`config.mk`:
```
export PLATFORM = sky130hd
export DESIGN_NAME = apb_arbiter
export DESIGN_NICKNAME = d
export VERILOG_FILES = /design/src/rtl/apb_arbiter.sv
export SDC_FILE = /design/constraint.sdc
export NUM_CORES = 1
export LEC_CHECK = 0
export CAP_MARGIN = 20
export CORE_MARGIN = 2
export CORE_UTILIZATION = 35
export CTS_CLUSTER_DIAMETER = 200
export DETAILED_ROUTE_END_ITERATION = 7
export GPL_ROUTABILITY_DRIVEN = 0
export HOLD_SLACK_MARGIN = 0.06
export MAX_ROUTING_LAYER = met4
export PLACE_DENSITY = 0.82
export SYNTH_ARGS = -nofsm -noshare
export SYNTH_HDL_FRONTEND = slang
export SYNTH_SLANG_ARGS = --single-unit
```
`constraint.sdc`:
```
create_clock -name pclk_i -period 1.6 [get_ports pclk_i]
set_clock_uncertainty 0.15 [all_clocks]
set_input_delay 0.24 -clock pclk_i [delete_from_list [all_inputs] [get_ports pclk_i]]
set_output_delay 0.24 -clock pclk_i [all_outputs]
set_load 0.02 [all_outputs]
```
`src/rtl/apb_arbiter.sv`:
```
// Round-robin APB arbiter: N requester ports share one completer, one owner per transfer.
// Winner's request is captured in IDLE and replayed to the completer through SETUP/ACCESS.
module apb_arbiter #(
  parameter int unsigned N_MASTERS = 2,
  parameter int unsigned ADDR_W    = 8,
  parameter int unsigned DATA_W    = 32
) (
  input  logic                          pclk_i,
  input  logic                          presetn_i,
  input  logic [N_MASTERS-1:0]          m_psel_i,
  input  logic [N_MASTERS-1:0]          m_penable_i,
  input  logic [N_MASTERS-1:0]          m_pwrite_i,
  input  logic [N_MASTERS*ADDR_W-1:0]   m_paddr_i,
  input  logic [N_MASTERS*DATA_W-1:0]   m_pwdata_i,
  output logic [DATA_W-1:0]             m_prdata_o,
  output logic [N_MASTERS-1:0]          m_pready_o,
  output logic [N_MASTERS-1:0]          m_pslverr_o,
  output logic                          s_psel_o,
  output logic                          s_penable_o,
  output logic                          s_pwrite_o,
  output logic [ADDR_W-1:0]             s_paddr_o,
  output logic [DATA_W-1:0]             s_pwdata_o,
  input  logic [DATA_W-1:0]             s_prdata_i,
  input  logic                          s_pready_i,
  input  logic                          s_pslverr_i,
  output logic [N_MASTERS-1:0]          grant_o
);

  localparam int unsigned IdxW = $clog2(N_MASTERS);

  typedef enum logic [1:0] {StIdle, StSetup, StAccess} state_e;

  state_e                state_q, state_d;
  logic [N_MASTERS-1:0]  grant_q, grant_d;
  logic [IdxW-1:0]       last_q, last_d;
  logic [ADDR_W-1:0]     paddr_q, paddr_d;
  logic [DATA_W-1:0]     pwdata_q, pwdata_d;
  logic                  pwrite_q, pwrite_d;

  logic                  any_req;
  logic [IdxW-1:0]       win_idx;
  int unsigned           cand;
  logic                  done;
  logic                  unused_penable;

  assign unused_penable = ^m_penable_i;

  // Walk from farthest to nearest so the candidate closest to last_q+1 is written last.
  always_comb begin
    win_idx = last_q;
    any_req = 1'b0;
    cand    = 0;
    for (int unsigned k = N_MASTERS; k >= 1; k--) begin
      cand = (32'(last_q) + k) % N_MASTERS;
      if (m_psel_i[IdxW'(cand)]) begin
        win_idx = IdxW'(cand);
        any_req = 1'b1;
      end
    end
  end

  always_comb begin
    state_d  = state_q;
    grant_d  = grant_q;
    last_d   = last_q;
    paddr_d  = paddr_q;
    pwdata_d = pwdata_q;
    pwrite_d = pwrite_q;
    unique case (state_q)
      StIdle: begin
        if (any_req) begin
          state_d  = StSetup;
          grant_d  = {{(N_MASTERS-1){1'b0}}, 1'b1} << win_idx;
          last_d   = win_idx;
          paddr_d  = m_paddr_i[32'(win_idx)*ADDR_W +: ADDR_W];
          pwdata_d = m_pwdata_i[32'(win_idx)*DATA_W +: DATA_W];
          pwrite_d = m_pwrite_i[win_idx];
        end
      end
      StSetup: state_d = StAccess;
      StAccess: begin
        if (s_pready_i) begin
          state_d = StIdle;
          grant_d = '0;
        end
      end
      default: begin
        state_d = StIdle;
        grant_d = '0;
      end
    endcase
  end

  always_ff @(posedge pclk_i) begin
    if (!presetn_i) begin
      state_q  <= StIdle;
      grant_q  <= '0;
      last_q   <= IdxW'(N_MASTERS - 1);
      paddr_q  <= '0;
      pwdata_q <= '0;
      pwrite_q <= 1'b0;
    end else begin
      state_q  <= state_d;
      grant_q  <= grant_d;
      last_q   <= last_d;
      paddr_q  <= paddr_d;
      pwdata_q <= pwdata_d;
      pwrite_q <= pwrite_d;
    end
  end

  // Gated by presetn_i so a transfer being reset never leaks a pready.
  assign done = presetn_i && (state_q == StAccess) && s_pready_i;

  assign s_psel_o    = (state_q != StIdle);
  assign s_penable_o = (state_q == StAccess);
  assign s_pwrite_o  = pwrite_q;
  assign s_paddr_o   = paddr_q;
  assign s_pwdata_o  = pwdata_q;
  assign grant_o     = grant_q;
  assign m_prdata_o  = s_prdata_i;
  assign m_pready_o  = done ? grant_q : '0;
  assign m_pslverr_o = (done && s_pslverr_i) ? grant_q : '0;

endmodule
```
==> run metrics <==
final hold slack=about 0.33 ns; Num CTS Buffers=5; Starting Density=between 30% and 40%; final hold violation count=0; cell area after synthesis=2754 sq um; Util after Layout=54.75%; internal power=approximately 2.5 mW; clock transition at the registers of the reported paths=around 0.09 ns; port buffer count=136; Hold Path Stages=0; Synth area leader=dfxtp_1; Leak=approximately 1.7 nW; Root Buffer=clkbuf_8; failing checks=setup timing; reg2reg path depth=6; synthesized flop and latch total=between 40 and 50; placed cell areas=just over 4000 sq um; Clock Power Share=approximately 22%; Die Ht=92.71 um; Final Slew Violations=0; GR Util All Layers=19.94%; vias in the first global route=between 2000 and 3000; Routed WL=8500 um; Initial DRT Pass Iterations=4; critical hold path startpoint=s_prdata_i[10]; H-tree depth=2; Die Wd=between 90 and 100 um; Max VDD drop=~0.39 mV; Sequential Power Share=a little under two fifths; Power Density=around 880 nW/um^2; clk_lat worst skew=around 0.29 ns; Seq/Total Area, Yosys=around a third; Max FO, Critical Path=3; final worst-path cycle share=101.2%; I/O pin cnt=~200; DRC viols=0; total gr overflow=0; crit path kind=reg2out; reg-to-reg setup timing slack=around 0.060 ns; # diodes=0; Critical Path AT=1.23 ns; row cnt=32; Total Power=3.700 mW; buffer count from post-CTS setup fixing=0; P_sw=1.246 mW; CTS max path bufs=2; Syn Nets=around 430; Hold EP=m_prdata_o[10]; worst setup margin=-0.01844 ns; total number of vias=between 2000 and 3000; first-pass GRT wire length=between 10000 and 15000 um; Max Clock Freq=617.9 MHz; detailed router's first-iteration violation count=44; worst slew pin tran=between 0.6 and 0.7 ns; Core Area=a little under 8000 sq um; pin count of the biggest net entering global routing=44; number of cells produced by synthesis=311; Detailed Place HPWL=6422 um; post-synthesis cell type count=29; DRT antenna net count=0; CP required=1.21 ns; cts hold-fix bufs=0; class of the worst hold path=in2out; CTS tree=yes; initial antenna violation count=0; RSZ-0062 raised after global routing=true; Finish-stage setup viols=1; Routed WL per cell=~17 um; Yosys top cell area share=33.44%; FF-to-FF Start=state_q[0]; share of cells above drive strength 1=between 20 and 25%; CP Launch Type=flip-flop; Max-Cap Viols=0; status=complete, but fails checks; min cycle time layout=between 1.5 and 2 ns; Synth area leaders=dfxtp_1 33%, a311oi_2 22%, buf_4 8.7%; Crit. End Element=output port; Rel. slew slack=between 50% and 60%; fin area=around 4200 sq um; yosys warns=0; Final nets=534; Comb pwr share=40.6%; Sink Count=46; Sw Ratio=approximately a third; area growth from synthesis to layout=52.84%; die area=roughly 8600 sq um; Worst R2R End=s_pwrite_o; syn avg cell area=about 8.9 sq um; routed vias/inst=approximately 5.3
per-stage QoR:
stage                     TNS [ns]  worst slack [ns]  std cells
after floorplan                  0           0.02287        311
after global placement      -11.21           -0.4764        507
after detailed placement    -13.03           -0.5763        507
after CTS                        0           0.01196        515
after global routing       -0.2258          -0.06336        515
final                     -0.01844          -0.01844        515
routing by layer:
metal | vias up | global-route usage (%) | routed length (um)
li1 | 1335 | - | -
met1 | 1285 | 19.96 | 3192
met2 | 107 | 39.23 | 4663
met3 | 19 | 4.068 | 486
met4 | 0 | 4.902 | 157
met5 | - | - | 0
power groups by stage:
stage | sequential (mW) | combinational (mW) | clock [mW]
after floorplan | 1.58 | 0.798 | 0
after global placement | 1.40 | 1.57 | 0
after detailed placement | 1.41 | 1.59 | 0
after CTS | 1.38 | 1.50 | 0.849
after global routing | 1.40 | 1.62 | 0.902
final | 1.38 | 1.50 | 0.819
cells by family after synthesis:
kind of cell / count (synthesis) / synth area share, %
AO/OA/AOI/OAI: 130 / 38.80
buffers and inverters: 72 / 15.90
AND/OR/NAND/NOR: 63 / 11.86
flip-flops: 46 / 33.44
worst max path at each step:
| stage | slack [ns] | from | endpoint |
|---|---|---|---|
| 4_1_cts | 0.01 | state_q[0] | m_pready_o[0] |
| 2_1_floorplan | 0.02 | state_q[1] | m_pslverr_o[0] |
| 6_report | -0.02 | state_q[0] | m_pready_o[1] |
| 5_1_grt | -0.06 | state_q[1] | m_pready_o[1] |
| 3_3_place_gp | -0.48 | presetn_i | m_pready_o[1] |
| 3_5_place_dp | -0.58 | presetn_i | m_pready_o[0] |
registers in the layout, indices dropped and copies added (netlist names):
name	cells
s_pwrite_o	1
grant_o	2
s_pwdata_o	32
last_q	1
s_paddr_o	8
state_q	2
layout by cell type, fill, tap and decap left out, drive strengths merged, types with 2 or more instances in the layout:
cell type	instances
clkdlybuf4s50	85
dfxtp	46
nand3	44
dlygate4sd2	44
a21oi	43
a311oi	41
o21ai	41
buf	32
clkbuf	8
nand2	4
inv	4
nor2	4
and3	2
and2b	2
nand2b	2
synth_stat cells, drive strengths merged:
master,n
a211o,1
a21boi,1
a21oi,43
a311oi,41
and2,1
and2b,2
and3,2
buf,41
clkbuf,27
clkinv,1
dfxtp,46
inv,3
nand2,4
nand2b,2
nand3,44
nor2,4
nor2b,1
nor3,1
nor3b,1
o21ai,41
o21bai,1
o22ai,1
o2bb2ai,1
or2,1
cell type report:
cell class	instances	area [sq um]
clock buffers	8	110.1
fillers	706	3478
inverters	4	15.01
multi-input cells	193	1418
flip-flops and latches	46	923.4
well taps	102	127.6
repair buffers	162	1615
worst max-delay path: stages (launching register included):
cell and delay (ns):
dfxtp_2 0.36, nor3_2 0.21, and3_1 0.23, buf_6 0.13
timing repair:
action	in CTS	in global routing
endpoints found under the hold margin	0	0
gates resized for setup	74	15
endpoints found under the setup margin	91	48
pin swaps	1	2
Note: power is estimated with default switching activity, not from simulation.
